`src/rtl/ps2_scancode_rx.sv`:
```
// PS/2 keyboard scancode receiver.
// Synchronises and deglitches the keyboard clock, deframes 11-bit frames
// (start, 8 data LSB first, odd parity, stop), folds the E0/F0 prefixes into
// flags and presents each completed key in a one-entry output slot.
//
// Slot handshake: key_valid high means key_code/key_extended/key_release hold
// a key that has not been consumed; a cycle with key_valid=1 and key_ack=1
// transfers it. The slot fields never change while key_valid=1 unless that
// same cycle is a transfer. A key that completes while the slot is occupied
// and not being acked is dropped and sets the sticky overrun flag.
module ps2_scancode_rx #(
    parameter int FILTER_LEN     = 4,
    parameter int TIMEOUT_CYCLES = 50000
) (
    input  logic       clk,
    input  logic       reset,
    input  logic       ps2_clk,
    input  logic       ps2_data,
    output logic [7:0] key_code,
    output logic       key_extended,
    output logic       key_release,
    output logic       key_valid,
    input  logic       key_ack,
    output logic       frame_error,
    output logic       overrun,
    output logic [1:0] frame_state
);

    typedef enum logic [1:0] {
        IDLE   = 2'd0,
        DATA   = 2'd1,
        PARITY = 2'd2,
        STOP   = 2'd3
    } state_t;

    localparam int FCW = $clog2(FILTER_LEN + 1);
    localparam int WDW = $clog2(TIMEOUT_CYCLES + 1);

    logic [1:0]            clk_sync;
    logic [1:0]            data_sync;
    logic [FCW-1:0]        filt_cnt;
    logic                  filt_clk;
    logic                  filt_clk_d;
    logic [FILTER_LEN-1:0] data_pipe;
    logic                  sample_evt;
    logic                  sample_bit;

    state_t                state;
    state_t                state_next;
    logic [2:0]            bit_cnt;
    logic [7:0]            shift_reg;
    logic                  parity_bit;
    logic                  parity_ok;
    logic [WDW-1:0]        wd_cnt;
    logic                  timeout;
    logic                  byte_done_c;
    logic                  frame_err_c;

    logic                  byte_stb;
    logic [7:0]            byte_q;
    logic                  ext_flag;
    logic                  rel_flag;
    logic                  key_done;
    logic                  ack_taken;

    // Two-flop synchronisers; lines idle high so the flops reset to 1.
    always_ff @(posedge clk or posedge reset) begin
        if (reset) begin
            clk_sync  <= 2'b11;
            data_sync <= 2'b11;
        end else begin
            clk_sync  <= {clk_sync[0], ps2_clk};
            data_sync <= {data_sync[0], ps2_data};
        end
    end

    // Clock deglitch: follow the synchronised level only after it has
    // disagreed with the filtered level for FILTER_LEN cycles in a row.
    always_ff @(posedge clk or posedge reset) begin
        if (reset) begin
            filt_cnt   <= '0;
            filt_clk   <= 1'b1;
            filt_clk_d <= 1'b1;
        end else begin
            filt_clk_d <= filt_clk;
            if (clk_sync[1] == filt_clk) begin
                filt_cnt <= '0;
            end else if (filt_cnt == FCW'(FILTER_LEN - 1)) begin
                filt_clk <= clk_sync[1];
                filt_cnt <= '0;
            end else begin
                filt_cnt <= filt_cnt + 1'b1;
            end
        end
    end

    // Data delay line so the sampled bit matches the filtered clock latency.
    always_ff @(posedge clk or posedge reset) begin
        if (reset) begin
            data_pipe <= '1;
        end else begin
            data_pipe <= {data_pipe[FILTER_LEN-2:0], data_sync[1]};
        end
    end

    assign sample_evt = filt_clk_d & ~filt_clk;
    assign sample_bit = data_pipe[FILTER_LEN-1];
    assign parity_ok  = ^{shift_reg, parity_bit};
    assign timeout    = (state != IDLE) && !sample_evt &&
                        (wd_cnt == WDW'(TIMEOUT_CYCLES - 1));

    // Frame FSM state register.
    always_ff @(posedge clk or posedge reset) begin
        if (reset) begin
            state <= IDLE;
        end else begin
            state <= state_next;
        end
    end

    // Frame FSM next state: advances only on sample events, watchdog wins.
    always_comb begin
        state_next = state;
        if (timeout) begin
            state_next = IDLE;
        end else if (sample_evt) begin
            case (state)
                IDLE:    if (!sample_bit) state_next = DATA;
                DATA:    if (bit_cnt == 3'd7) state_next = PARITY;
                PARITY:  state_next = STOP;
                STOP:    state_next = IDLE;
                default: state_next = IDLE;
            endcase
        end
    end

    // Frame FSM outputs: byte accepted or frame discarded.
    always_comb begin
        byte_done_c = 1'b0;
        frame_err_c = 1'b0;
        if (timeout) begin
            frame_err_c = 1'b1;
        end else if (sample_evt && state == STOP) begin
            if (sample_bit && parity_ok) begin
                byte_done_c = 1'b1;
            end else begin
                frame_err_c = 1'b1;
            end
        end
    end

    // Frame datapath: bit counter, data shifter and parity capture.
    always_ff @(posedge clk or posedge reset) begin
        if (reset) begin
            bit_cnt    <= 3'd0;
            shift_reg  <= 8'h00;
            parity_bit <= 1'b0;
        end else if (state == IDLE) begin
            bit_cnt <= 3'd0;
        end else if (sample_evt) begin
            if (state == DATA) begin
                shift_reg <= {sample_bit, shift_reg[7:1]};
                bit_cnt   <= bit_cnt + 3'd1;
            end else if (state == PARITY) begin
                parity_bit <= sample_bit;
            end
        end
    end

    // Watchdog: counts idle time inside a frame, restarts on every bit.
    always_ff @(posedge clk or posedge reset) begin
        if (reset) begin
            wd_cnt <= '0;
        end else if (state == IDLE || sample_evt || timeout) begin
            wd_cnt <= '0;
        end else begin
            wd_cnt <= wd_cnt + 1'b1;
        end
    end

    // Registered byte strobe and error pulse.
    always_ff @(posedge clk or posedge reset) begin
        if (reset) begin
            byte_stb    <= 1'b0;
            byte_q      <= 8'h00;
            frame_error <= 1'b0;
        end else begin
            byte_stb    <= byte_done_c;
            frame_error <= frame_err_c;
            if (byte_done_c) byte_q <= shift_reg;
        end
    end

    assign key_done  = byte_stb && byte_q != 8'hE0 && byte_q != 8'hF0;
    assign ack_taken = key_valid && key_ack;

    // Prefix flags: set by E0/F0, cleared by a finished key or a bad frame.
    always_ff @(posedge clk or posedge reset) begin
        if (reset) begin
            ext_flag <= 1'b0;
            rel_flag <= 1'b0;
        end else if (frame_error || key_done) begin
            ext_flag <= 1'b0;
            rel_flag <= 1'b0;
        end else if (byte_stb) begin
            if (byte_q == 8'hE0) ext_flag <= 1'b1;
            if (byte_q == 8'hF0) rel_flag <= 1'b1;
        end
    end

    // Output slot with drop-on-full and sticky overrun.
    always_ff @(posedge clk or posedge reset) begin
        if (reset) begin
            key_code     <= 8'h00;
            key_extended <= 1'b0;
            key_release  <= 1'b0;
            key_valid    <= 1'b0;
            overrun      <= 1'b0;
        end else begin
            if (ack_taken) overrun <= 1'b0;
            if (key_done && (!key_valid || key_ack)) begin
                key_code     <= byte_q;
                key_extended <= ext_flag;
                key_release  <= rel_flag;
                key_valid    <= 1'b1;
            end else if (key_done) begin
                overrun <= 1'b1;
            end else if (ack_taken) begin
                key_valid <= 1'b0;
            end
        end
    end

    assign frame_state = state;

endmodule
```
`config.mk`:
```
export PLATFORM = sky130hd
export DESIGN_NAME = ps2_scancode_rx
export DESIGN_NICKNAME = d
export VERILOG_FILES = /design/src/rtl/ps2_scancode_rx.sv
export SDC_FILE = /design/constraint.sdc
export NUM_CORES = 1
export LEC_CHECK = 0
export BUFFER_PORTS_ARGS = -buffer_cell sky130_fd_sc_hd__buf_2
export CELL_PAD_IN_SITES_DETAIL_PLACEMENT = 1
export CELL_PAD_IN_SITES_GLOBAL_PLACEMENT = 1
export CORE_ASPECT_RATIO = 0.75
export CORE_MARGIN = 8
export CORE_UTILIZATION = 45
export DETAILED_ROUTE_END_ITERATION = 8
export GPL_TIMING_DRIVEN = 0
export PLACE_DENSITY = 0.74
export SYNTH_ARGS = -nofsm -noshare
export SYNTH_HDL_FRONTEND = slang
export SYNTH_SLANG_ARGS = --single-unit
```
`constraint.sdc`:
```
create_clock -name clk -period 5.46 [get_ports clk]
set_input_delay 0.273 -clock clk [delete_from_list [all_inputs] [get_ports clk]]
set_output_delay 0.273 -clock clk [all_outputs]
set_load 0.1 [all_outputs]
```
Yosys cells after proc, flatten, opt, wreduce, memory -nomap -nowiden
Index checks and enable logic that the tools add are counted.
{"block": "totals", "word_cells": 104, "memories": 0, "in_bits": 5, "latchBits": 0, "ff_bits": 67, "mem_bits_ro": 0, "mem_bits_rw": 0}
{"block": "op_classes", "eq_ne": 14, "mux": 29, "addsub": 3, "shifts": 0, "n_lt_le_gt_ge": 0, "n_div": 0, "n_reduce_logical": 32, "bitwise_logic": 5, "mul": 0}
{"cell": "2-to-1 mux 1 bit", "count": 18}
{"cell": "adder 16 x 1 -> 16 bit, second input constant", "count": 1}
{"cell": "equality test 16 bit, second input constant", "count": 1}
{"cell": "equality test 8 bit, second input constant", "count": 2}
{"cell": "2-to-1 mux 16 bit", "count": 1}
{"cell": "!= test 8 bit, second input constant", "count": 2}
{"cell": "nonzero test 2 bit", "count": 8}
{"cell": "2-to-1 mux 3 bit", "count": 5}
{"cell": "AND reduction 2 bit", "count": 5}
{"cell": "XOR reduction 9 bit", "count": 1}
{"cell": "logical AND 1 bit", "count": 8}
{"cell": "2-to-1 mux 2 bit", "count": 4}
{"cell": "case mux 2 bit (4 select lines)", "count": 1}
{"cell": "adder 3 x 1 -> 3 bit, second input constant", "count": 2}
{"cell": "!= test 3 bit, second input constant", "count": 2}
{"cell": "AND reduction 3 bit", "count": 2}
{"cell": "equality test 2 bit, second input constant", "count": 2}
{"cell": "logical OR 1 bit", "count": 4}
{"cell": "inverter 1 bit", "count": 4}
{"cell": "AND reduction 4 bit", "count": 1}
{"cell": "equality test 3 x 2 -> 1 bit, second input constant", "count": 1}
{"cell": "equality test 3 bit, second input constant", "count": 1}
{"cell": "equality test 2 x 1 -> 1 bit, second input constant", "count": 1}
{"cell": "logical NOT 1 bit", "count": 2}
{"cell": "4 further kinds", "count": 4}

Depth between registers and ports, before layout
{"block": "depth", "depth_word": 7, "ltp_mapped": 8, "mapped_depth_nobuf": 6}

Worst setup path before layout
Ideal clock, no wire load.
{"block": "synth_path", "kind": "register -> register", "from": "register state[0], in the netlist frame_state[0]", "to": "register shift_reg[0]", "t_required_ps": 5335, "setup_ps": 125, "path_stages_with_launch": 6, "t_arrival_ps": 2203, "path_slack_ps": 3132, "path_cell_list": "dfrtp_1 inv_1 ha_1 clkbuf_1 nor2_2 mux2_2"}
{"block": "synth_via", "elab_chain_len": 3, "elab_cells_between_ends": 4, "classes_between": "1 x eq/ne; 1 x bitwise; 2 x reduce/logical"}
{"item": "start, declared", "line_no": "48", "source": "state_t state;"}
{"item": "start signal, assigned", "line_no": "117", "source": "state <= state_next;"}
{"item": "logical NOT 2 bit", "line_no": "158", "source": "end else if (state == IDLE) begin"}
{"item": "inverter 1 bit (no line)"}
{"item": "AND reduction 3 bit (no line) *"}
{"item": "end signal, assigned", "line_no": "162", "source": "shift_reg <= {sample_bit, shift_reg[7:1]};"}
{"item": "end, declared", "line_no": "51", "source": "logic [7:0] shift_reg;"}
Every way passes the cells marked *; elsewhere a longest branch is shown, timed or not.
A chain may end at the register's enable or synchronous reset.

Worst setup path in the final report
{"block": "layout_path", "from": "register wd_cnt[12]", "to": "register wd_cnt[4]"}
{"block": "layout_via", "elab_chain_len": 4}
{"item": "start, declared", "line_no": "54", "source": "logic [WDW-1:0] wd_cnt;"}
{"item": "start signal, assigned", "line_no": "177", "source": "wd_cnt <= wd_cnt + 1'b1;"}
{"item": "equality test 16 bit", "line_no": "110", "source": "(wd_cnt == WDW'(TIMEOUT_CYCLES - 1));"}
{"item": "logical AND 1 bit", "line_no": "109", "source": "assign timeout = (state != IDLE) && !sample_evt &&"}
{"item": "logical OR 1 bit", "line_no": "174", "source": "end else if (state == IDLE || sample_evt || timeout) begin"}
{"item": "2-to-1 mux 16 bit", "line_no": "174"}
No other way between the ends.

==> run metrics <==
Final setup viols=0; first-pass detailed-route iteration total=4; first-pass GRT wire length=9.27 mm; fillers=670; fin crit share=0.384; Largest Register=wd_cnt; hold path endpoint=data_sync[0]; vias in the first global route=1,939; Design Power=1620 uW; syn_area_per_cell=12.6 um^2; end of the worst register-to-register path=wd_cnt[4]; clock share of power=0.276; number of inserted diodes=0; WHS Path Cells=1; Reg2Reg Setup Slack=3370 ps; Seq pwr share=0.402; cells along the critical path=or4bb_1 > nor4_2 > nand2b_1 > buf_2 > buf_4 > nor2_1; Clock Latency Late Sink=340 ps; crit-path max FO=10; total clock sinks=67; Final HPWL DP=3.60 mm; synth-to-layout area growth=14.5%; initial DRC count=40; Final Net Count=272; Max Cap Viol=0; headroom to the max-slew limit=0.455; Slew Viols, Final=0; share of cells above drive strength 1=0.307; Pleak=0.00155 uW; min-delay worst type=primary input to flop; PwrDens=490 nW/um^2; Net Switching=580 uW; root buffer cell=clkbuf_8; CTS resizes=0; DR vias=1,802; status=finished, final reports clean; CP bufs+invs=2; synth warn=0; CTS tree=yes; RSZ-0062 raised after global routing=no; worst hold start=ps2_data; crit end category=flop; CP startpoint kind=flop; FF+latch area=1690 um^2; Initial Util=0.462; GRT Total Usage=0.129; f_max=477 MHz; Worst Tran Pin Value=817 ps; Cells after Synth=229; initial antenna violation count=0; worst r2r src=wd_cnt[12]; Post-CTS Hold Buffers=0; clk buf depth=2; DRC=0; Die Height=85.4 um; most frequent cells in the layout=dfrtp_1 (57), mux2_2 (27), buf_2 (20), nor2_1 (18), nand2_1 (13); io pins=20; Sw Share=0.358; gp weighted congestion=0.800; worst clock skew=5.32 ps; Worst Path Class, Setup=flop to flop; final worst path period need=2090 ps; Distinct cells, synth=43; CTS buffer count=9; PortBufs=19; CP max-delay cell=or4bb_1; commonest non-fill, non-tap cell in the layout=dfrtp_1; Setup Buffers After CTS=0; floorplan row count=25; grt total ovfl=0; Final ANT Viol Nets=0; Multi-input gate area=1140 um^2; Routed WL=5.32 mm; WP data required=5680 ps; worst-case reg-to-reg path depth=6; synthesized area=2890 um^2; Comb power frac=0.322; Die ar.=9270 um^2; register clock-pin slew on the reported worst setup and hold paths=60 ps; sequential fraction of the synthesis area=0.584; largest net degree at the start of global routing=68; Arr. time, crit path=2320 ps; Cell Int Power=1040 uW; die width=109 um; Final Hold Fails=0; crit-path max cell delay=530 ps; Yosys reg bits=67; drt wl/cell=15.4 um; H-Tree Level Count=3; max reg flops=16; peak supply drop=0.225 mV; critical path's top delay family=simple AND/OR/NAND/NOR gates; Core ar.=6260 um^2; Final TNS setup=0 ps; Net Count, Synth=242; vias per cell=5.22
==> cells by family (layout without fill, tap and decap cells) <==
| logic type | count (synthesis) | count (layout) | synth area share |
|---|---|---|---|
| adders and majority gates | 8 | 8 | 0.0346 |
| AOI/OAI and AO/OA | 23 | 23 | 0.0476 |
| and+or+nand+nor | 70 | 70 | 0.132 |
| xor gates and xnor gates | 18 | 18 | 0.0649 |
| muxes | 29 | 29 | 0.116 |
| buffers and inverters | 14 | 49 | 0.0199 |
| DFF | 67 | 67 | 0.584 |
==> layer usage <==
layer	wire (um)	GRT usage
met1	2510	0.154
met2	2540	0.200
met3	148	0.0454
met4	112	0.0669
met5	0	0
==> cells in the mapped netlist <==
cell type	count	area (um^2)
dfrtp_1	57	1430
mux2_2	27	304
nor2_1	18	67.6
nand2_1	13	48.8
inv_1	11	41.3
a21oi_1	10	50.1
dfstp_2	10	263
xnor2_1	10	87.6
ha_1	8	100
nand3_1	8	40.0
o21ai_0	6	30.0
xor2_1	6	52.6
nor3_1	5	25.0
or3_1	5	31.3
nor2b_1	4	25.0
nand2b_1	2	12.5
nand4b_1	2	17.5
or4bb_1	2	22.5
a22oi_1	1	7.51
a311o_1	1	10.0
a31o_2	1	8.76
a31oi_1	1	6.26
buf_2	1	5.00
buf_4	1	7.51
clkbuf_1	1	3.75
mux2i_1	1	10.0
mux2i_4	1	22.5
nand3_2	1	10.0
nand3b_1	1	7.51
nand4_1	1	6.26
nor2_2	1	6.26
nor3b_1	1	7.51
nor4_1	1	6.26
nor4_2	1	12.5
o22ai_1	1	6.26
o31ai_1	1	7.51
o41a_1	1	11.3
or2_2	1	6.26
or4_1	1	7.51
or4_4	1	11.3
or4b_1	1	10.0
xnor3_2	1	23.8
xor3_1	1	23.8
==> worst max path at each step <==
stage / start / end / slack [ps] / depth (start not counted)
after global placement: reset / bit_cnt[2] / 2670 / 2
after global routing: wd_cnt[4] / wd_cnt[4] / 3260 / 6
after CTS: wd_cnt[12] / wd_cnt[4] / 3350 / 6
final: wd_cnt[12] / wd_cnt[4] / 3370 / 6
after detailed placement: wd_cnt[12] / wd_cnt[4] / 3350 / 6
after floorplan: frame_state[0] / shift_reg[0] / 3130 / 5
==> layout make-up <==
class,count,share of cell area
plain buffers,3,0.00492
well taps,81,0.0306
inverters,11,0.0132
clock buffers,12,0.0439
clock inverters,4,0.0223
repair buffers,19,0.0287
multi-input cells,148,0.346
flip-flops and latches,67,0.511
==> stage by stage <==
step	utilization	setup slack, ps	hold WS, ps	cells	area [um^2]
after CTS	0.529	3350	10.5	345	3310
final	0.529	3370	30.4	345	3310
after global routing	0.529	3260	6.01	345	3310
after detailed placement	0.494	3350	347	329	3090
after floorplan	-	3130	277	229	2890
after global placement	0.493	2670	346	329	3090
==> power groups by stage <==
stage | combinational, uW | clock [uW] | sequential, uW
after global placement | 509 | 0 | 658
after detailed placement | 526 | 0 | 662
after global routing | 572 | 482 | 662
after floorplan | 305 | 0 | 775
after CTS | 531 | 464 | 653
final | 521 | 447 | 651
Power figures use the tool's default switching activity.
